## src/rtl/gremlin_ctl.sv

```systemverilog
// gremlin_ctl: spawns, walks, kills and respawns one gremlin.
// Publishes {dir, x, y, active} for the collision checker.
module gremlin_ctl #(
    parameter int unsigned X_MIN          = 0,
    parameter int unsigned X_MAX          = 784,
    parameter int unsigned Y_MIN          = 0,
    parameter int unsigned Y_MAX          = 568,
    parameter int unsigned STEP           = 2,
    parameter int unsigned RESPAWN_FRAMES = 60,
    parameter int unsigned TURN_FRAMES    = 30,
    parameter logic [15:0] SEED           = 16'hACE1
) (
    input  logic        clk,
    input  logic        rst,
    input  logic        vsync_in,
    input  logic        enable,
    input  logic        timeout,
    input  logic        alive_in,
    output logic [23:0] grem_out
);

    localparam logic [1:0] S_IDLE  = 2'd0;
    localparam logic [1:0] S_ALIVE = 2'd1;
    localparam logic [1:0] S_DEAD  = 2'd2;
    localparam logic [1:0] S_HALT  = 2'd3;

    localparam logic [1:0] YD_STILL = 2'b00;
    localparam logic [1:0] YD_DOWN  = 2'b01;
    localparam logic [1:0] YD_UP    = 2'b10;

    localparam int CW = $clog2(RESPAWN_FRAMES + 1);
    localparam int TW = $clog2(TURN_FRAMES + 1);

    localparam logic [CW-1:0] CNT_LOAD  = CW'(RESPAWN_FRAMES - 1);
    localparam logic [TW-1:0] TURN_LAST = TW'(TURN_FRAMES - 1);

    localparam logic [15:0] SEED_EFF = (SEED == 16'd0) ? 16'hACE1 : SEED;

    localparam logic [11:0] XMIN12 = 12'(X_MIN);
    localparam logic [11:0] XMAX12 = 12'(X_MAX);
    localparam logic [11:0] YMIN12 = 12'(Y_MIN);
    localparam logic [11:0] YMAX12 = 12'(Y_MAX);
    localparam logic [11:0] STEP12 = 12'(STEP);
    localparam logic [10:0] XMIN11 = 11'(X_MIN);
    localparam logic [10:0] XMAX11 = 11'(X_MAX);
    localparam logic [10:0] YMIN11 = 11'(Y_MIN);
    localparam logic [10:0] YMAX11 = 11'(Y_MAX);
    localparam logic [10:0] STEP11 = 11'(STEP);

    logic          vsync_q;
    logic          frame_tick;
    logic [15:0]   lfsr_q, lfsr_d;
    logic [1:0]    state_q, state_d;
    logic [10:0]   x_q, x_d;
    logic [10:0]   y_q, y_d;
    logic          dir_q, dir_d;
    logic          active_q, active_d;
    logic [1:0]    ydir_q, ydir_d;
    logic [CW-1:0] cnt_q, cnt_d;
    logic [TW-1:0] turn_q, turn_d;

    logic [11:0] spawn_x12, spawn_y12;
    logic [10:0] spawn_x, spawn_y;
    logic [11:0] x_plus, y_plus;
    logic [10:0] mv_x, mv_y;
    logic        mv_dir;
    logic [1:0]  redraw, ydir_new;
    logic        turn_wrap;

    assign frame_tick = vsync_in & ~vsync_q;

    // Free-running Fibonacci LFSR, taps 16/14/13/11.
    always_comb begin
        lfsr_d = {lfsr_q[14:0],
                  lfsr_q[15] ^ lfsr_q[13] ^ lfsr_q[12] ^ lfsr_q[10]};
    end

    // Spawn position from the current LFSR value, clamped to the field.
    always_comb begin
        spawn_x12 = XMIN12 + {2'b00, lfsr_q[9:0]};
        spawn_y12 = YMIN12 + {3'b000, lfsr_q[15:7]};
        spawn_x   = (spawn_x12 > XMAX12) ? XMAX11 : spawn_x12[10:0];
        spawn_y   = (spawn_y12 > YMAX12) ? YMAX11 : spawn_y12[10:0];
    end

    // One frame of motion: horizontal bounce, vertical clamp.
    always_comb begin
        x_plus = {1'b0, x_q} + STEP12;
        y_plus = {1'b0, y_q} + STEP12;
        mv_x   = x_q;
        mv_dir = dir_q;
        if (!dir_q) begin
            if (x_plus > XMAX12) begin
                mv_x   = XMAX11;
                mv_dir = 1'b1;
            end else begin
                mv_x = x_plus[10:0];
            end
        end else begin
            if ({1'b0, x_q} < XMIN12 + STEP12) begin
                mv_x   = XMIN11;
                mv_dir = 1'b0;
            end else begin
                mv_x = x_q - STEP11;
            end
        end

        unique case (lfsr_q[2:1])
            2'b01:   redraw = YD_DOWN;
            2'b10:   redraw = YD_UP;
            default: redraw = YD_STILL;
        endcase
        turn_wrap = (turn_q == TURN_LAST);
        ydir_new  = turn_wrap ? redraw : ydir_q;

        mv_y = y_q;
        if (ydir_new == YD_DOWN) begin
            mv_y = (y_plus > YMAX12) ? YMAX11 : y_plus[10:0];
        end else if (ydir_new == YD_UP) begin
            mv_y = ({1'b0, y_q} < YMIN12 + STEP12) ? YMIN11 : (y_q - STEP11);
        end
    end

    // Gremlin life cycle; timeout overrides every state.
    always_comb begin
        state_d  = state_q;
        x_d      = x_q;
        y_d      = y_q;
        dir_d    = dir_q;
        active_d = active_q;
        ydir_d   = ydir_q;
        cnt_d    = cnt_q;
        turn_d   = turn_q;
        if (timeout) begin
            state_d  = S_HALT;
            active_d = 1'b0;
        end else begin
            case (state_q)
                S_IDLE: begin
                    if (frame_tick && enable) begin
                        state_d  = S_ALIVE;
                        active_d = 1'b1;
                        x_d      = spawn_x;
                        y_d      = spawn_y;
                        dir_d    = lfsr_q[0];
                        ydir_d   = YD_STILL;
                        turn_d   = '0;
                    end
                end
                S_ALIVE: begin
                    if (!alive_in) begin
                        state_d  = S_DEAD;
                        active_d = 1'b0;
                        cnt_d    = CNT_LOAD;
                    end else if (frame_tick) begin
                        x_d    = mv_x;
                        y_d    = mv_y;
                        dir_d  = mv_dir;
                        ydir_d = ydir_new;
                        turn_d = turn_wrap ? '0 : turn_q + 1'b1;
                    end
                end
                S_DEAD: begin
                    if (frame_tick) begin
                        if (cnt_q == '0) begin
                            if (enable) begin
                                state_d  = S_ALIVE;
                                active_d = 1'b1;
                                x_d      = spawn_x;
                                y_d      = spawn_y;
                                dir_d    = lfsr_q[0];
                                ydir_d   = YD_STILL;
                                turn_d   = '0;
                            end
                        end else begin
                            cnt_d = cnt_q - 1'b1;
                        end
                    end
                end
                default: begin
                end
            endcase
        end
    end

    // State registers with synchronous reset.
    always_ff @(posedge clk) begin
        if (rst) begin
            vsync_q  <= 1'b0;
            lfsr_q   <= SEED_EFF;
            state_q  <= S_IDLE;
            x_q      <= XMIN11;
            y_q      <= YMIN11;
            dir_q    <= 1'b0;
            active_q <= 1'b0;
            ydir_q   <= YD_STILL;
            cnt_q    <= '0;
            turn_q   <= '0;
        end else begin
            vsync_q  <= vsync_in;
            lfsr_q   <= lfsr_d;
            state_q  <= state_d;
            x_q      <= x_d;
            y_q      <= y_d;
            dir_q    <= dir_d;
            active_q <= active_d;
            ydir_q   <= ydir_d;
            cnt_q    <= cnt_d;
            turn_q   <= turn_d;
        end
    end

    assign grem_out = {dir_q, x_q, y_q, active_q};

endmodule

```

## config.mk

```make
export PLATFORM = sky130hd
export DESIGN_NAME = gremlin_ctl
export DESIGN_NICKNAME = d
export VERILOG_FILES = /design/src/rtl/gremlin_ctl.sv
export SDC_FILE = /design/constraint.sdc
export NUM_CORES = 1
export LEC_CHECK = 0
export ABC_AREA = 1
export CORE_MARGIN = 1
export CORE_UTILIZATION = 58
export DETAILED_ROUTE_END_ITERATION = 10
export PLACE_DENSITY = 0.87
export SLEW_MARGIN = 20
export SYNTH_ARGS = -nofsm -noshare
export SYNTH_HDL_FRONTEND = slang
export SYNTH_SLANG_ARGS = --single-unit
```

## constraint.sdc

```tcl
create_clock -name clk -period 2.55 [get_ports clk]
set_clock_uncertainty 0.2 [all_clocks]
set_input_delay 0.51 -clock clk [delete_from_list [all_inputs] [get_ports clk]]
set_output_delay 0.51 -clock clk [all_outputs]
set_load 0.005 [all_outputs]
```

Word level (Yosys, flattened, before mapping)
Index checks and enable logic that the tools add are counted.
{"block": "classes", "add_sub_neg": 6, "order_cmp": 6, "n_eq_ne": 21, "mux": 67, "bitwise": 6, "n_reduce_logical": 12}
{"op": "2-to-1 mux 11 bit", "count": 19}
{"op": "one-hot mux 11 bit (3 select lines)", "count": 2}
{"op": "2-to-1 mux 5 bit", "count": 7}
{"op": "2-to-1 mux 2 bit", "count": 13}
{"op": "adder 11 x 2 -> 12 bit (second input constant)", "count": 2}
{"op": "> comparator 12 x 10 -> 1 bit (second input constant)", "count": 2}
{"op": "less-than comparator 11 x 2 -> 1 bit (second input constant)", "count": 2}
{"op": "subtractor 11 x 2 -> 11 bit (second input constant)", "count": 2}
{"op": "2-to-1 mux 10 bit", "count": 2}
{"op": "2-to-1 mux 6 bit", "count": 3}
{"op": "!= test 3 bit (second input constant)", "count": 6}
{"op": "!= test 2 bit (second input constant)", "count": 8}
{"op": "one-hot mux 5 bit (3 select lines)", "count": 1}
{"op": "2-to-1 mux 1 bit", "count": 14}
{"op": "one-hot mux 2 bit (3 select lines)", "count": 2}
{"op": "one-hot mux 6 bit (2 select lines)", "count": 1}
{"op": "AND reduction 6 bit", "count": 2}
{"op": "> comparator 10 bit (second input constant)", "count": 1}
{"op": "> comparator 9 x 10 -> 1 bit (second input constant)", "count": 1}
{"op": "AND reduction 9 bit", "count": 1}
{"op": "AND reduction 8 bit", "count": 1}
{"op": "== test 2 x 1 -> 1 bit (second input constant)", "count": 3}
{"op": "== test 2 bit (second input constant)", "count": 3}
{"op": "zero test 6 bit", "count": 1}
{"op": "15 further kinds", "count": 19}
{"block": "totals", "register_bits": 56, "inputBits": 6, "output_inout_bits": 24, "word_cells": 128}

Longest topological paths before layout
Gate-level depths: netlist (run 1).
{"block": "logic_depth", "depth_word": 9, "mapped_depth": 18, "depth_no_buf": 17}

Worst setup path before layout (run 1)
Ideal clock, no wire load.
{"block": "synth_path", "kind": "register to register", "startpoint": "register turn_q[0]", "endpoint": "register y_q[8]", "setup_ns": 0.070, "arrival_ns": 1.969, "required_ns": 2.280, "setup_slack_ns": 0.311, "stages_incl_launch_ff": 18, "path_buffers": 1, "synth_period_minus_slack_ns": 2.239, "cell_sequence": "dfxtp_1 -> ha_1 -> inv_1 -> nor2_1 -> nand3_1 -> o21ai_0 -> inv_1 -> ha_1 -> buf_2 -> inv_1 -> o21ai_1 -> inv_1 -> o21ai_0 -> a21oi_1 -> nor2_1 -> o21ai_0 -> nand2_1 -> a21oi_1"}
{"block": "synth_via", "elab_chain_len": 7, "word_cells_on_any_way": 10, "classes_between": "4 x eq/ne; 5 x mux; 1 x reduce/logical"}
{"item": "start, declared", "line": "60", "source": "logic [TW-1:0] turn_q, turn_d;"}
{"item": "start signal, assigned", "line": "209", "source": "turn_q <= turn_d;"}
{"item": "== test 5 bit *", "line": "113", "source": "turn_wrap = (turn_q == TURN_LAST);"}
{"item": "2-to-1 mux 2 bit *", "line": "114", "source": "ydir_new = turn_wrap ? redraw : ydir_q;"}
{"item": "== test 2 x 1 -> 1 bit", "line": "117", "source": "if (ydir_new == YD_DOWN) begin"}
{"item": "2-to-1 mux 11 bit", "line": "117"}
{"item": "2-to-1 mux 11 bit", "line": "155", "source": "end else if (frame_tick) begin"}
{"item": "2-to-1 mux 11 bit", "line": "151", "source": "if (!alive_in) begin"}
{"item": "one-hot mux 11 bit (3 select lines)", "line": "138", "source": "case (state_q)"}
{"item": "end signal, assigned", "line": "204", "source": "y_q <= y_d;"}
{"item": "end, declared", "line": "55", "source": "logic [10:0] y_q, y_d;"}
Mark *: on every way between the ends. The rest lies on a longest branch, timed or not. The select of a mux whose other input is x is not followed.
A chain may end at the register's enable or synchronous reset.

Worst setup path in the final report (run 1)
{"block": "layout_path", "startpoint": "register turn_q[1]", "endpoint": "register y_q[7]"}
Same word-level chain as after synthesis.

==> results of run 1 <==
-- report_power, final --
part	internal [mW]	total (mW)	switching (mW)	leakage, nW
registers	0.963	1.08	0.113	0.460
logic	0.426	1.05	0.623	1.30
clock network	0.491	0.789	0.298	0.0784
-- synthesized netlist by cell type (2+ instances only) --
cell                       number  area [um^2]
sky130_fd_sc_hd__a31oi_1        7         43.8
sky130_fd_sc_hd__xnor2_1        6         52.6
sky130_fd_sc_hd__o21ai_1        2         10.0
sky130_fd_sc_hd__nor3_1         8         40.0
sky130_fd_sc_hd__nand4_1        7         43.8
sky130_fd_sc_hd__or2_2          3         18.8
sky130_fd_sc_hd__dfxtp_1       56         1120
sky130_fd_sc_hd__a211oi_1       3         22.5
sky130_fd_sc_hd__buf_4          5         37.5
sky130_fd_sc_hd__buf_2          4         20.0
sky130_fd_sc_hd__o21bai_1       2         15.0
sky130_fd_sc_hd__a21oi_1       44          220
sky130_fd_sc_hd__nand2_2        2         12.5
sky130_fd_sc_hd__nand3b_1       3         22.5
sky130_fd_sc_hd__ha_1           9          113
sky130_fd_sc_hd__nand3_1       38          190
sky130_fd_sc_hd__nor2_2         4         25.0
sky130_fd_sc_hd__nor2_4         2         22.5
sky130_fd_sc_hd__nor2_1        68          255
sky130_fd_sc_hd__buf_6          2         22.5
sky130_fd_sc_hd__nand2_1      116          435
sky130_fd_sc_hd__nand3_2        4         40.0
sky130_fd_sc_hd__o21ai_2        2         17.5
sky130_fd_sc_hd__inv_2          5         18.8
sky130_fd_sc_hd__xor2_1        11         96.3
sky130_fd_sc_hd__clkbuf_1       7         26.3
sky130_fd_sc_hd__o21ai_0       42          210
sky130_fd_sc_hd__inv_1         80          300
-- cells by family after synthesis --
logic type	share of synthesized area (%)
simple gates	32.9
buf+inv	12.0
compound gates	16.3
xor+xnor	4.17
fa+ha+maj	3.16
flops	31.4
-- final cells by class --
type | count | area, um^2
inverters | 85 | 319
fillers | 502 | 1790
multi-input cells | 393 | 2030
clock inverters | 3 | 90.1
flip-flops and latches | 56 | 1120
clock buffers | 5 | 68.8
repair buffers | 43 | 408
well taps | 75 | 93.8
-- what timing repair did --
item                                   in CTS  in global routing
setup endpoints to repair                   0                 11
hold buffers                                0                  0
resized for setup                           0                  5
endpoints found under the hold margin       0                  0
-- routing by layer --
layer,vias up,part of all wire (%),wire length (um),global-route usage (%)
met5,-,0,0,0
met4,0,1.5,130,6.96
met3,14,6.7,581,4.89
met2,132,49,4240,48.1
met1,1704,43,3780,38.3
li1,1829,-,-,-
-- state kept, by name, summed over array words and instances, names as in the netlist --
name	flops
state_q	2
dir_q	1
turn_q	5
x_q	11
lfsr_q	16
ydir_q	2
vsync_q	1
active_q	1
cnt_q	6
y_q	11
-- metrics by stage --
stage,setup TNS (ps),worst slack (ps),std cells
2_1_floorplan,0,311,553
3_3_place_gp,0,78.1,652
3_5_place_dp,-49.9,-23.6,652
4_1_cts,0,85.4,660
5_1_grt,0,8.72,660
6_report,0,174,660
-- critical path: cells and delay by family, from the launching register on --
| kind | cells | cell delay, ps |
|---|---|---|
| compound gates | 3 | 470 |
| fa+ha+maj | 2 | 440 |
| buf+inv | 4 | 400 |
| flops | 1 | 390 |
| simple gates | 4 | 400 |
-- worst paths after layout --
check	end	cells after the start	from	slack, ps
worst min register to register	lfsr_q[12]$_SDFF_PP0_	2	lfsr_q[11]$_SDFF_PP1_	240
worst max-delay path	y_q[7]$_SDFFE_PP0P_	13	turn_q[1]$_SDFFE_PP0P_	170
worst max register to register	y_q[7]$_SDFFE_PP0P_	13	turn_q[1]$_SDFFE_PP0P_	170
worst min-delay path	lfsr_q[12]$_SDFF_PP0_	2	lfsr_q[11]$_SDFF_PP1_	240
==> results.yml, run 1 <==
logic_synthesis:
  async_flop_share_pct: 0
  synth_cell_types: 39
  netlist_area_mm2: 0.00357
  post_synth_inst_count: 553
  synth_ff_type: "sky130_fd_sc_hd__dfxtp_1"
  ys_warn_count: 0
  seq_area_frac_synth_pct: 31.4
  synthesis.nets: 568
  syn_avg_cell_area_um2: 6.45
  synth-edff-count: 0
  synth-seq-cells: 56
global_routing:
  number_of_antenna_violations_at_the_first_check_in_global_routing: 0
  grt.total_usage_pct: 28.8
  grt_first_pass_wirelength_um: 14600
  grt_start_max_net_pins: 29
  via_count_of_the_first_global_routing_pass: 3197
  globalRouteOverflowTotal: 0
clock_tree:
  path_clk_slew_ps: 100
  tritoncts: "done"
  clock_latency_ps: 320
  clock_path_buffers: 2
  htreeDepth: 2
  numClockSinks: 56
  cts_made_buffers: 5
  post_cts_setup_inserts: 0
  clock-root-buffer: "sky130_fd_sc_hd__clkbuf_8"
outcome:
  run_status: "finished clean"
die:
  die_footprint_mm2: 0.00647
  floorplan.initialDensity_pct: 60.3
  floorplan.core_area_mm2: 0.00592
  die_extent_in_x_um: 80.4
  die_height_um: 80.4
  placement_rows: 28
  io_pins: 30
drt:
  post-route-drc-count: 0
  detail_route.first_pass.iterations: 5
  final_antenna_net_count: 0
  routedWlPerCell_um: 13.2
  via_total_after_detailed_routing: 3679
  detail_route.vias_per_cell: 5.57
  wl_um: 8730
  drtIter0Drc: 261
run:
  max_cap_violations: 0
placement:
  detailed_placement_hpwl_um: 6570
  placedInstanceArea_mm2: 0.00396
  gp_routability_congestion: 0.956
  numPortBuffers: 29
critical_path:
  startpoint_type: "flop"
  end_kind: "flop"
  slowest_stage: "sky130_fd_sc_hd__dfxtp_1"
  path_cells: "inv_1 > ha_1 > inv_1 > nor2_4 > o21ai_1 > inv_1 > ha_1 > nand2_1 > nand3_2 > nor2_4 > buf_12 > o21ai_0 > a21oi_1"
  most_frequent_cell_on_the_critical_path: "sky130_fd_sc_hd__inv_1"
  critical-path-max-stage-delay_ps: 390
  worst-setup-path-type: "reg2reg"
  worst-path-max-fanout: 15
  critical_path_arrival_ps: 2420
  required_ps: 2600
timing:
  maxClockFrequency_mhz: 421
  slew-limit-headroom_pct: 72.7
  timing_hold_violations_final: 0
  timing_worst_slew_pin_value_ps: 406
  timing_max_transition_violations_final: 0
  final_critical_path_share_of_the_clock_period_pct: 93.2
  setup-violations-final: 0
  finalCriticalPeriod_ps: 2380
  setup_repair_after_global_routing_missed_its_margin: "false"
  timing.hold.ws_ps: 239
finish:
  antenna_cells: 0
  area_growth_pct: 15.8
  final_util_pct: 69.8
  design.final.nets: 599
  final_design_area_no_fill_mm2: 0.00413
  most_used_cells_in_the_layout_excluding_fill_and_tap_cells: "sky130_fd_sc_hd__nand2_1, sky130_fd_sc_hd__inv_1, sky130_fd_sc_hd__nor2_1, sky130_fd_sc_hd__dfxtp_1, sky130_fd_sc_hd__a21oi_1"
  share_of_cells_above_drive_strength_1_pct: 8.72
  most_common_cell_after_layout_fill_and_taps_aside: "sky130_fd_sc_hd__nand2_1"
power:
  vdd_ir_drop_max_mv: 0.500
  cellLeakagePower_nw: 1.84
  p_total_mw: 2.91
  total_power_divided_by_cell_area_mw_per_mm2: 705
worst_hold_path:
  hold_path.class: "reg2reg"
(Power assumes the default switching activity.)
==> run 2, diff against run 1 <==
HOLD_SLACK_MARGIN = 0.03   (was unset)
==> results of run 2 <==
No change in the layout: final DEF, timing and power equal those of run 1.
